$ cat src/rtl/div_pkg.sv
// div_pkg -- shared definitions for the iterative divider.
//   state_t        : divider FSM states
//   DIV_WIDTH_DEF  : default operand/result width
//   DIV_LATENCY    : clocks from the edge that samples div to the done pulse
package div_pkg;

  typedef enum logic [1:0] {
    IDLE = 2'd0,
    CALC = 2'd1,
    FIX  = 2'd2,
    ZERO = 2'd3
  } state_t;

  localparam int DIV_WIDTH_DEF = 32;

  function automatic int div_latency(input int width);
    return width + 2;
  endfunction

  localparam int DIV_LATENCY = div_latency(DIV_WIDTH_DEF);

endpackage

$ cat src/rtl/div_step.sv
// div_step -- one restoring shift-subtract iteration (combinational).
//   rem_in   : current partial remainder (always < divisor)
//   shift_in : next dividend bit shifted into the remainder
//   divisor  : divisor magnitude
//   rem_out  : partial remainder after this iteration
//   q_bit    : quotient bit produced by this iteration
module div_step
  import div_pkg::*;
#(
  parameter int WIDTH = DIV_WIDTH_DEF
) (
  input  logic [WIDTH-1:0] rem_in,
  input  logic             shift_in,
  input  logic [WIDTH-1:0] divisor,
  output logic [WIDTH-1:0] rem_out,
  output logic             q_bit
);

  logic [WIDTH:0] shifted;
  logic [WIDTH:0] diff;

  assign shifted = {rem_in, shift_in};
  assign diff    = shifted - {1'b0, divisor};

  // No borrow out of the top bit means the divisor fits; since rem_in < divisor
  // the restored or subtracted value always fits back into WIDTH bits.
  assign q_bit   = ~diff[WIDTH];
  assign rem_out = q_bit ? diff[WIDTH-1:0] : shifted[WIDTH-1:0];

endmodule

$ cat src/rtl/div_unit.sv
// div_unit -- multi-cycle restoring divider with registered results.
// Build option: define DIV_SIGNED_EN for two's-complement division
// (quotient truncated toward zero, remainder follows the dividend's sign);
// otherwise operands are unsigned and the FIX state passes results through.
// Ports:
//   clk, reset      : clock, synchronous active-high reset
//   dloadab         : latch a/b into the operand registers (ignored while busy)
//   div             : start pulse (ignored unless idle)
//   a, b            : dividend, divisor
//   hi, lo          : remainder, quotient (registered)
//   divZero         : divisor-zero flag, held until the next accepted load
//   busy            : division in progress
//   done            : one-cycle pulse when hi/lo or divZero become valid
//
// state | meaning
// IDLE  | waiting for div; operand loads accepted
// CALC  | first cycle (busy=0) forms magnitudes, then WIDTH shift-subtract steps
// FIX   | sign correction, write hi/lo, pulse done
// ZERO  | divisor was zero: raise divZero, pulse done
module div_unit
  import div_pkg::*;
#(
  parameter int WIDTH = DIV_WIDTH_DEF
) (
  input  logic             clk,
  input  logic             reset,
  input  logic             dloadab,
  input  logic             div,
  input  logic [WIDTH-1:0] a,
  input  logic [WIDTH-1:0] b,
  output logic [WIDTH-1:0] hi,
  output logic [WIDTH-1:0] lo,
  output logic             divZero,
  output logic             busy,
  output logic             done
);

`ifdef DIV_SIGNED_EN
  localparam bit SIGNED_EN = 1'b1;
`else
  localparam bit SIGNED_EN = 1'b0;
`endif

  localparam int CW = (WIDTH > 1) ? $clog2(WIDTH) : 1;

  state_t state, state_nxt;

  logic [WIDTH-1:0] op_a, op_b;
  logic [WIDTH-1:0] rem, quo, dvs;
  logic             neg_q, neg_r;
  logic [CW-1:0]    cnt;

  logic             load_ok, start, b_eff_zero;
  logic [WIDTH-1:0] b_eff;
  logic             sgn_a, sgn_b;
  logic [WIDTH-1:0] mag_a, mag_b;
  logic [WIDTH-1:0] res_q, res_r;
  logic [WIDTH-1:0] rem_nxt;
  logic             q_bit;

  assign load_ok = dloadab && (state == IDLE) && !busy;
  assign start   = div && (state == IDLE) && !busy;

  // A load in the same cycle as div wins, so the zero test looks at the incoming b.
  assign b_eff      = load_ok ? b : op_b;
  assign b_eff_zero = (b_eff == '0);

  assign sgn_a = SIGNED_EN & op_a[WIDTH-1];
  assign sgn_b = SIGNED_EN & op_b[WIDTH-1];
  assign mag_a = sgn_a ? (~op_a + WIDTH'(1)) : op_a;
  assign mag_b = sgn_b ? (~op_b + WIDTH'(1)) : op_b;

  // Most-negative / -1 yields magnitude 2^(WIDTH-1) with neg_q=0, which reads
  // back as the most-negative value again: the wrap is the intended result.
  assign res_q = neg_q ? (~quo + WIDTH'(1)) : quo;
  assign res_r = neg_r ? (~rem + WIDTH'(1)) : rem;

  div_step #(.WIDTH(WIDTH)) u_step (
    .rem_in   (rem),
    .shift_in (quo[WIDTH-1]),
    .divisor  (dvs),
    .rem_out  (rem_nxt),
    .q_bit    (q_bit)
  );

  always_ff @(posedge clk) begin
    if (reset) state <= IDLE;
    else       state <= state_nxt;
  end

  always_comb begin
    state_nxt = state;
    case (state)
      IDLE:    if (start) state_nxt = b_eff_zero ? ZERO : CALC;
      CALC:    if (busy && (cnt == '0)) state_nxt = FIX;
      FIX:     state_nxt = IDLE;
      ZERO:    state_nxt = IDLE;
      default: state_nxt = IDLE;
    endcase
  end

  always_ff @(posedge clk) begin
    if (reset) begin
      op_a    <= '0;
      op_b    <= '0;
      rem     <= '0;
      quo     <= '0;
      dvs     <= '0;
      neg_q   <= 1'b0;
      neg_r   <= 1'b0;
      cnt     <= '0;
      hi      <= '0;
      lo      <= '0;
      divZero <= 1'b0;
      busy    <= 1'b0;
      done    <= 1'b0;
    end else begin
      done <= 1'b0;
      // busy rises after the magnitude cycle and drops with the FIX write.
      busy <= (state == CALC);
      if (load_ok) begin
        op_a    <= a;
        op_b    <= b;
        divZero <= 1'b0;
      end
      case (state)
        CALC: begin
          if (!busy) begin
            rem   <= '0;
            quo   <= mag_a;
            dvs   <= mag_b;
            neg_q <= sgn_a ^ sgn_b;
            neg_r <= sgn_a;
            cnt   <= CW'(WIDTH - 1);
          end else begin
            rem <= rem_nxt;
            quo <= {quo[WIDTH-2:0], q_bit};
            cnt <= cnt - 1'b1;
          end
        end
        FIX: begin
          lo   <= res_q;
          hi   <= res_r;
          done <= 1'b1;
        end
        ZERO: begin
          divZero <= 1'b1;
          done    <= 1'b1;
        end
        default: ;
      endcase
    end
  end

endmodule

$ cat config.mk
export PLATFORM = sky130hd
export DESIGN_NAME = div_unit
export DESIGN_NICKNAME = d
export VERILOG_FILES = /design/src/rtl/div_pkg.sv /design/src/rtl/div_step.sv /design/src/rtl/div_unit.sv
export SDC_FILE = /design/constraint.sdc
export NUM_CORES = 1
export LEC_CHECK = 0
export CORE_ASPECT_RATIO = 0.9
export CORE_MARGIN = 3
export CORE_UTILIZATION = 55
export DETAILED_ROUTE_END_ITERATION = 6
export PLACE_DENSITY = 0.79
export SYNTH_ARGS = -nofsm -noshare
export SYNTH_HDL_FRONTEND = slang
export SYNTH_SLANG_ARGS = --single-unit
export TNS_END_PERCENT = 100
$ cat constraint.sdc
create_clock -name clk -period 3.9 [get_ports clk]
set_input_delay 0.39 -clock clk [delete_from_list [all_inputs] [get_ports clk]]
set_output_delay 0.39 -clock clk [all_outputs]
set_load 0.005 [all_outputs]
Word-level counts from Yosys, hierarchy flattened. Cells that the tools add are included.

Register bits: 234. Input bits: 68.

Add/sub/neg operators: 2. Equality and inequality tests: 5. Multiplexer cells: 12. Bitwise gates (word level): 2. Reduce and logical (&&, ||, !) cells: 13.

Operators by type and width (number): 32-bit two-way mux (4); 33-bit by 32-bit subtractor with 33-bit output (1); 32-bit zero test (1); 2-bit two-way mux (3); 2-bit one-hot mux with 3 select lines (1); 1-bit logical AND (5); 5-bit zero test (1); 5-bit two-way mux (1); 5-bit by 1-bit subtractor with 5-bit output (second input constant) (1); 2-bit == test (second input constant) (2); 2-bit != test (second input constant) (2); 2-bit AND reduction (2); 1-bit two-way mux (3); 2-bit by 1-bit == test with 1-bit output (second input constant) (1); 2-bit zero test (1); 1-bit inverter (2); 2-bit nonzero test (1); 2-bit OR reduction (1); 1-bit zero test (1).

Depth between registers and ports, before layout.
Word-level depth: 8. Depth in mapped cells: 14.

Modules after synthesis. Synthesis repeated with hierarchy kept, for this count alone.

Cell total of the unflattened synthesis: 1295. Area total of the unflattened synthesis: 10781.6 sq um.

By module, submodules not included: div_unit (instances 1, cells an instance 986, area an instance 8464.4 sq um, seq. area each 4684.5 sq um); div_step (instances 1, cells an instance 309, area an instance 2317.2 sq um, seq. area each 0.0 sq um).

Worst setup path after synthesis. OpenSTA, ideal clock, no wires.

Path kind: reg-to-reg. Start point: register dvs[12]. End point: register rem[18]. Data arrival time: 2580 ps. Required time: 3831 ps. Slack: 1251 ps. Stages on the path, launching flop included: 13. Path buffers: 2. Period minus slack after synthesis: 2649 ps. Path through: dfxtp_1 -> inv_1 -> ha_1 -> buf_2 -> a211oi_1 -> o2bb2ai_1 -> or4_1 -> a211o_1 -> a21o_1 -> nand3_2 -> buf_6 -> mux2_2 -> o21ai_1.

Cells in the longest elaborated chain, start to end: 3.

Ends and longest elaborated chain: start: declaration (line div_unit.sv:49) `logic [WIDTH-1:0] rem, quo, dvs;`; start signal: assignment (line div_unit.sv:131) `dvs <= mag_b;`; 33-bit by 32-bit subtractor with 33-bit output (line div_step.sv:23) `assign diff = shifted - {1'b0, divisor};`; 32-bit two-way mux (line div_step.sv:28) `assign rem_out = q_bit ? diff[WIDTH-1:0] : shifted[WIDTH-1:0];`; 32-bit two-way mux (line div_unit.sv:128) `if (!busy) begin`; end signal: assignment (line div_unit.sv:136) `rem <= rem_nxt;`; end: declaration (line div_unit.sv:49).

Every way passes these cells. A chain may end at the register's enable or synchronous reset.

Final worst setup path.
Start point: register quo[31]. End point: register rem[30].

Cells in the longest elaborated chain, start to end: 3.

Ends and longest elaborated chain: start: declaration (line div_unit.sv:49); start signal: assignment (line div_unit.sv:130) `quo <= mag_a;`; start signal: assignment (line div_unit.sv:137) `quo <= {quo[WIDTH-2:0], q_bit};`; 33-bit by 32-bit subtractor with 33-bit output (line div_step.sv:23); 32-bit two-way mux (line div_step.sv:28); 32-bit two-way mux (line div_unit.sv:128).

Every way passes these cells.

==> qor.yml <==
run_status:
  status: "finished clean"
routing:
  drc: 0
  vias_per_cell: 5.71
  drt_wl_total_um: 27500
  firstDrtPassIters: 5
  postRouteAntennaNets: 0
  wl_per_cell_um: 16.2
  via_count: 9700
  drt_iter0_markers: 711
timing:
  fin_crit_ns: 3.21
  finalSetupTns_ns: 0
  drv_slew: 0
  maxClockFrequency_ghz: 0.312
  hold_viol: 0
  tightest_slew_ns: 1.01
  layout_setup_ws_ns: 0.695
  relSlewSlack_pct: 32.7
  fin_crit_sh_pct: 82.2
  finalClockSkew_ns: 0.00758
  rsz0062_at_grt: "false"
  whs_ns: 0.422
  setup_violations: 0
power:
  switchingPower_mw: 1.82
  switching_share_pct: 28.9
  p_leak_nw: 4.73
  intPower_mw: 4.48
  power_frac_comb_pct: 21.7
  total_power_mw: 6.30
  seq_power_share_pct: 41.5
  p_per_area_mw_per_mm2: 487
  ir_drop_uv: 288
  p_clk_share_pct: 36.8
worst_setup_path:
  path_class: "flop to flop"
  critPathLaunchType: "flop"
  critPathMaxFanout: 3
  crit_slowest_cell: "nor4_1"
  slowest_delay_ns: 0.65
  cp.buffers_inverters: 2
  cp_cell_sequence: "inv_1 -> ha_1 -> inv_1 -> fa_1 -> a211o_1 -> a21oi_1 -> o32ai_1 -> nor4_1 -> o21ai_0 -> o311ai_0 -> xor2_1 -> o21ai_0"
  crit_family: "compound AO/OA/AOI/OAI gates"
  arrival_ns: 3.60
  required_ns: 4.30
  cp-end-kind: "flop"
cts:
  htree_num_levels: 1
  cts.sinks: 234
  cts-root-buf: "clkbuf_16"
  cts_buffers: 24
  clock_latency_ns: 0.51
  clockBufferDepth: 3
  clkTransAtPathRegs_ns: 0.06
  cts_tree: "yes"
  cts_hold_buf: 0
  post_cts_buffers: 0
  post_cts_resized: 0
floorplanning:
  die_w_um: 153
  ios: 135
  fp-row-count: 47
  core_mm2: 0.0187
  initial_core_util_pct: 57.1
  dieArea_mm2: 0.0211
  die-height_um: 138
yosys:
  syn_avg_cell_area_um2: 7.95
  yosysUniqueCellTypes: 70
  synth_edf_count: 0
  synthesis.nets: 1445
  synth_cells: 1342
  netlist_area_mm2: 0.0107
  ys_seq_area_share_pct: 43.9
  ys.warnings.count: 0
  synth-main-ff-cell: "dfxtp_1"
  synthArstFlopShare_pct: 0
  synth_seq_cells: 234
grt:
  grt_max_degree: 127
  grt_pass1_vias: 8980
  antenna_found_initial: 0
  grtUsageTotal_pct: 25.1
  grt-ovfl-total: 0
  grt_pass1_wl_um: 45200
final_layout:
  layout-drive-gt1-share_pct: 4.96
  syn_to_final_growth_pct: 21.3
  num-nets-final: 1540
  fill_cells: 1555
  insertedDiodeCount: 0
worst_hold_path:
  hp-class: "input port to flop"
run:
  max-cap-violations: 0
placed_design:
  io_buffers: 134
  pre_cts_ws_ns: 0.818
  dp_hpwl_um: 18800
  place.gp.congestion: 0.901
==> registers in the layout, summed over array words and instances (netlist names), 2 cells and up <==
register,flops
cnt,5
dvs,32
hi,32
lo,32
mag_a,32
mag_b,32
quo,32
rem,32
state,2
==> logic make-up (layout without fill, tap and decap cells) <==
family                   after synthesis  in the layout  share of synthesized area (%)
XOR/XNOR                              25             25                           2.05
flip-flops                           234            234                           43.9
adder cells (fa/ha/maj)               35             35                           4.17
multiplexers                          52             52                           4.90
buffers and inverters                130            241                           4.92
AND/OR/NAND/NOR                      506            506                           19.7
AO/OA/AOI/OAI                        360            360                           20.3
==> routing by layer <==
metal	part of all wire, %	GRT usage (%)
met1	46	36.3
met2	45	39.6
met3	6.5	3.59
met4	2.3	6.61
met5	0	0
==> layout by cell type, fill, tap and decap left out, types with 6 or more instances in the layout <==
cell type	count
nor4_1	19
dfxtp_1	233
a211o_1	6
o21ai_0	35
buf_4	17
mux2i_1	50
clkbuf_16	25
nand2_1	366
nand3_1	9
nor2b_1	8
a21oi_1	195
nand4_1	8
ha_1	34
inv_1	47
nor2_1	56
xor2_1	12
and3_1	6
nor3_1	8
a21o_1	15
a32oi_1	9
clkdlybuf4s50_1	133
xnor2_1	13
o21ai_1	11
a211oi_1	38
o21a_1	8
==> final cells by class <==
cell class / count / area [µm²] / area share (%)
Multi-Input combinational cell: 978 / 5490 / 42.4
Tap cell: 245 / 307 / 2.37
Inverter: 47 / 176 / 1.36
Sequential cell: 234 / 4690 / 36.2
Clock inverter: 7 / 85.1 / 0.657
Clock buffer: 35 / 713 / 5.51
Timing Repair Buffer: 152 / 1490 / 11.5
==> tightest hold or removal path: cells and delay by family <==
kind	cells	cell delay, ns
buffers and inverters	1	0.39
and+or+nand+nor	1	0.05
AOI/OAI and AO/OA	1	0.05
==> metrics by stage <==
step / cell area (µm²) / cells / util [%]
3_3_place_gp: 12100 / 1656 / 65.0
2_1_floorplan: 10700 / 1342 / -
6_report: 12900 / 1698 / 69.2
4_1_cts: 12900 / 1698 / 69.2
3_5_place_dp: 12100 / 1656 / 65.0
5_1_grt: 12900 / 1698 / 69.2
==> cells in the mapped netlist (all sizes together), types with 2 or more instances <==
| library cell | instances | area share [%] |
|---|---|---|
| a311oi | 3 | 0.25 |
| inv | 47 | 1.7 |
| nand3b | 2 | 0.14 |
| buf | 10 | 0.69 |
| dfxtp | 234 | 44 |
| o21a | 8 | 0.56 |
| a21o | 15 | 1.1 |
| mux2 | 2 | 0.21 |
| a211oi | 38 | 2.7 |
| a21oi | 196 | 9.2 |
| nand4 | 8 | 0.47 |
| clkbuf | 73 | 2.6 |
| or2 | 3 | 0.18 |
| o31ai | 3 | 0.21 |
| o2111ai | 2 | 0.16 |
| xor2 | 12 | 0.98 |
| nor2b | 10 | 0.59 |
| or3 | 2 | 0.12 |
| a32oi | 9 | 0.74 |
| nand2 | 366 | 13 |
| o41ai | 2 | 0.16 |
| a41oi | 2 | 0.16 |
| nor4 | 19 | 1.1 |
| nor3 | 8 | 0.38 |
| a211o | 6 | 0.49 |
| o211ai | 5 | 0.35 |
| xnor2 | 13 | 1.1 |
| ha | 34 | 4.0 |
| o311ai | 3 | 0.25 |
| a2111oi | 2 | 0.22 |
| nand2b | 6 | 0.35 |
| and2 | 3 | 0.18 |
| o21ai | 46 | 2.2 |
| nor2 | 57 | 2.0 |
| nand3 | 11 | 0.61 |
| and3 | 6 | 0.35 |
| a21boi | 2 | 0.14 |
| a31oi | 2 | 0.12 |
| a221oi | 2 | 0.16 |
| mux2i | 50 | 4.7 |
==> power by group through the flow <==
stage               clock network (mW)  registers (mW)  logic, mW
finish                            2.32            2.62       1.37
global route                      2.45            2.63       1.50
CTS                               2.35            2.62       1.36
detailed placement                   0            2.67       1.35
global placement                     0            2.66       1.33
floorplan                            0            2.64       1.05
==> worst paths after layout <==
kind,cells after the start,end,startpoint,slack [ns]
hold / removal,3,mag_a[20]$_SDFFE_PP0N_,a[20],0.42
setup / recovery,12,rem[30]$_SDFFE_PP0P_,quo[31]$_SDFFE_PP0P_,0.69
setup reg to reg,12,rem[30]$_SDFFE_PP0P_,quo[31]$_SDFFE_PP0P_,0.69
hold reg to reg,2,lo[3]$_SDFFE_PP0P_,lo[3]$_SDFFE_PP0P_,0.45
Note: power is estimated with default switching activity, not from simulation.
==> variant 1 (same flow settings) <==
Put one more register stage on the output `lo`, cleared by the reset. The value now appears one clock later. The other outputs are not delayed to match. Comments in the files are not updated.
--- a/src/rtl/div_unit.sv
+++ b/src/rtl/div_unit.sv
@@ -44,2 +44,4 @@
   localparam int CW = (WIDTH > 1) ? $clog2(WIDTH) : 1;
+
+  logic [WIDTH-1:0] lo_s0;
 
@@ -112,3 +114,3 @@
       hi      <= '0;
-      lo      <= '0;
+      lo_s0   <= '0;
       divZero <= 1'b0;
@@ -141,3 +143,3 @@
         FIX: begin
-          lo   <= res_q;
+          lo_s0 <= res_q;
           hi   <= res_r;
@@ -154,2 +156,10 @@
 
+  always_ff @(posedge clk) begin
+    if (reset) begin
+      lo <= '0;
+    end else begin
+      lo <= lo_s0;
+    end
+  end
+
 endmodule
Formal check against the unedited RTL: same outputs for any inputs over 10 cycles, from zero or initial values and one cycle with reset high; that may be too few to reach the edited logic, so the function may still have changed.
==> variant 1 against the original RTL <==
Cell count increased by 5.8%; global-route usage decreased by 1.3 points; synthesized area increased by 8.4%; via count increased by 2.2%; total power increased by 17%; wire length increased by 1.2%; clock skew increased by 5.6 ps; critical path depth increased by 1; sequential cell count increased by 32; die area increased by 8.0%; hold slack got worse by 61 ps; worst setup slack got worse by 160 ps; cell area increased by 8.4%; highest routed layer unchanged.
==> variant 1: results (changes against the original RTL) <==
Final GP Congestion - 0.895 (-0.69%)
initial antenna violation count - 0 (unchanged)
layout cells sized above 1 - 5.01% (+0.055 points)
CP arrival - 3790 ps (+190 ps)
RR Startpoint - quo[31]$_SDFFE_PP0P_
Async SR Flop Fraction - 0% (unchanged)
Synth cell types - 63 (-10%)
Final Skew - 13.1 ps (+5.55 ps)
Hold Crit Class - in -> reg
CP max stage delay - 480 ps (-170 ps)
syn nets - 1516 (+4.9%)
via count - 9914 (+2.2%)
Fill cells - 1686 (+8.4%)
maximum root-to-sink buffer count - 3 (unchanged)
CTS root buf - clkbuf_16
worst slew pin tran - 877 ps (-130 ps)
Setup Buffers After CTS - 0 (unchanged)
first-pass GRT wire length - 45600 um (+0.76%)
Top delay family on crit path - compound AO/OA/AOI/OAI gates
TritonRoute pass-1 iters - 5 (unchanged)
vias in the first global route - 9420 (+4.9%)
Nets - 1601 (+4.0%)
Peak VDD IR - 0.405 mV (+41%)
beginning of the worst hold path - reset
post-route ant nets - 0 (unchanged)
leakage - 5.18 nW (+9.5%)
detailed-placement wirelength estimate - 18600 um (-0.63%)
number of buffers created by CTS - 27 (+13%)
top post-synthesis cells by count - nand2_1 (371), dfxtp_1 (266), a21oi_1 (190), clkbuf_1 (72), mux2i_1 (62)
pre-CTS worst setup slack - 603 ps (-216 ps)
number of buffers added on ports - 134 (unchanged)
Starting DRT DRC Count - 645 (-9.3%)
clk slew on worst S/H paths - 60 ps (about the same)
total track usage - 23.7% (-1.3 points)
Crit Path Max Fanout - 28 (+25)
synth warn - 0 (unchanged)
H-Tree Depth - 1 (unchanged)
CP max-delay cell - a21oi_1
Seq/Total Area, Yosys - 46.0% (+2.2 points)
post-CTS sizing - 0 (unchanged)
Routed Wire Length - 27800 um (+1.2%)
Final Hold Viols - 0 (unchanged)
Area contributors post-synth - dfxtp_1 (46%), nand2_1 (12%), a21oi_1 (8.2%)
largest net degree at the start of global routing - 101 (-20%)
n_diodes - 0 (unchanged)
WS Path Type - reg -> reg
status - finished, final reports clean
clk_lat worst skew - 530 ps (+20 ps)
[variant 1: area by class of cell]
class,count,area share [%]
multi-input combinational,1014,40.6
timing repair buffer,148,10.4
inverter,41,1.10
clock inverter,14,2.16
clock buffer,34,5.29
tap,280,2.50
sequential,266,37.9
[variant 1: worst paths after layout]
| path | endpoint | slack [ps] | cells past startpoint |
|---|---|---|---|
| min reg2reg | lo_s0[24]$_SDFFE_PP0P_ | 450 | 2 |
| max | rem[0]$_SDFFE_PP0P_ | 540 | 13 |
| min | lo[2]$_SDFF_PP0_ | 360 | 2 |
| max reg2reg | rem[0]$_SDFFE_PP0P_ | 540 | 13 |
[variant 1: report_power, final]
group | leakage [nW] | switching (mW) | internal [mW]
clock | 0.513 | 1.07 | 1.94
sequential | 2.16 | 0.0978 | 2.85
combinational | 2.51 | 0.820 | 0.609
[variant 1: metrics by stage]
| stage | total power, mW | hold slack, ps | std cells | cell area [um2] |
|---|---|---|---|---|
| floorplan | 4.15 | 432 | 1413 | 11600 |
| global placement | 4.39 | 437 | 1749 | 13000 |
| detailed placement | 4.42 | 442 | 1749 | 13000 |
| CTS | 7.42 | 357 | 1797 | 14000 |
| global route | 7.69 | 396 | 1797 | 14000 |
| finish | 7.39 | 362 | 1797 | 14000 |
[variant 1: cell families after synthesis]
family | Yosys count | synth area share (%)
DFF | 266 | 46.0
adders and majority gates | 35 | 3.85
buffers and inverters | 133 | 4.96
AOI/OAI and AO/OA | 347 | 17.7
and+or+nand+nor | 545 | 20.2
xor gates and xnor gates | 25 | 1.89
muxes | 62 | 5.37
[variant 1: per-layer routing]
metal	vias up	routed length (um)	track usage [%]
met4	0	632	6.08
met1	4647	12800	31.8
met2	250	13100	41.3
li1	4978	-	-
met5	-	0	0
met3	39	1220	2.94
==> variant 2 (config.mk and constraints unchanged) <==
Made on the original files. Set the package constant `DIV_WIDTH_DEF` to 64 (it was 32).
--- a/src/rtl/div_pkg.sv
+++ b/src/rtl/div_pkg.sv
@@ -13,3 +13,3 @@
 
-  localparam int DIV_WIDTH_DEF = 32;
+  localparam int DIV_WIDTH_DEF = 64;
 
Interface: changed (resized a, b, hi and lo); port bits go from 135 to 263. No check against the original RTL was run, so the function may have changed too.
==> variant 2 against the original RTL <==
Cell area grew 98%; combinational power grew to 2.9 times the old value; worst setup slack lost 370 ps; wire length grew 130%; synthesized area grew 99%; critical path depth grew 3; sequential cell count grew 225; cell count grew 100%; total power grew 120%; critical path type unchanged; critical endpoint is now rem[46]$_SDFFE_PP0P_; highest routed layer is now met5.
==> variant 2: results (changes against the original RTL) <==
placed cells - 3315 (+100%)
H-Tree Depth - 2 (+1)
via count - 19900 (+100%)
worst-case reg-to-reg path depth - 15 (+3)
first-pass GRT wire length - 99300 um (+120%)
Peak VDD IR - 0.374 mV (+30%)
pre-CTS worst setup slack - 386 ps (-433 ps)
largest net degree at the start of global routing - 273 (+110%)
syn nets - 2924 (+100%)
Final Skew - 17.8 ps (+10.2 ps)
Crit Path Max Fanout - 24 (+21)
total chip power - 13.7 mW (+120%)
Synth cell types - 81 (+16%)
hold path cells - 2 (-1)
clk_lat worst skew - 600 ps (+90 ps)
detailed-placement wirelength estimate - 44500 um (+140%)
Starting DRT DRC Count - 1605 (+130%)
highest routed layer - met5
drt wl/cell - 18.4 um (+14%)
vias in the first global route - 19100 (+110%)
leakage - 9.36 nW (+98%)
status - finished, final reports clean
layout cells sized above 1 - 4.46% (-0.50 points)
number of buffers created by CTS - 46 (+92%)
Seq/Total Area, Yosys - 43.2% (-0.66 points)
routed wl met2 - 28000 um (+120%)
worst slew pin tran - 1190 ps (+182 ps)
TritonRoute pass-1 iters - 6 (+1)
top post-synthesis cells by count - nand2_1 (779), dfxtp_1 (459), a21oi_1 (407), clkbuf_1 (156), nor2_1 (128)
CP arrival - 4050 ps (+450 ps)
Post-Layout Cell Count - 3405 (+100%)
Nets - 3078 (+100%)
DR WL met3 - 4690 um (+160%)
number of buffers added on ports - 262 (+96%)
variant 2: final cells by class:
cell class	count	area, um2
Fill cell	3107	12000
Inverter	89	334
Clock inverter	16	231
Multi-Input combinational cell	1997	11000
Sequential cell	459	9190
Clock buffer	70	1340
Antenna cell	4	10.0
Tap cell	483	604
Timing Repair Buffer	287	2920
variant 2: layer usage:
| layer | up-vias | global-route usage [%] |
|---|---|---|
| met3 | 148 | 5.72 |
| met1 | 9393 | 40.7 |
| met2 | 710 | 47.0 |
| li1 | 9612 | - |
| met4 | 4 | 12.6 |
| met5 | - | 0 |
variant 2: worst paths after layout:
| path | startpoint | end | slack [ps] |
|---|---|---|---|
| max | quo[63]$_SDFFE_PP0P_ | rem[46]$_SDFFE_PP0P_ | 320 |
| min | reset | dvs[4]$_SDFFE_PP0P_ | 300 |
| max reg2reg | quo[63]$_SDFFE_PP0P_ | rem[46]$_SDFFE_PP0P_ | 320 |
| min reg2reg | hi[44]$_SDFFE_PP0P_ | hi[44]$_SDFFE_PP0P_ | 450 |
variant 2: cell families after synthesis:
| logic type | Yosys count | share of synthesized area [%] |
|---|---|---|
| simple gates | 1057 | 20.5 |
| compound gates | 702 | 19.4 |
| flops | 459 | 43.2 |
| buf+inv | 270 | 5.20 |
| mux | 117 | 5.53 |
| fa+ha+maj | 66 | 3.92 |
| xor+xnor | 55 | 2.27 |
variant 2: report_power, final:
part / switching [mW] / internal, mW
clock network: 1.93 / 2.67
registers: 0.214 / 4.94
logic: 2.23 / 1.68
total: 4.37 / 9.29
variant 2: critical path: stages (launching register included):
cell      delay [ps]
dfxtp_1          330
inv_1             80
ha_1             170
inv_1             60
fa_1             400
a21oi_1          200
nand4b_1         160
a21oi_1          120
o211a_1          280
o211a_1          280
o211ai_2         170
a21oi_1          130
a211oi_4         500
buf_12           260
mux2i_1          230
o21ai_1           70
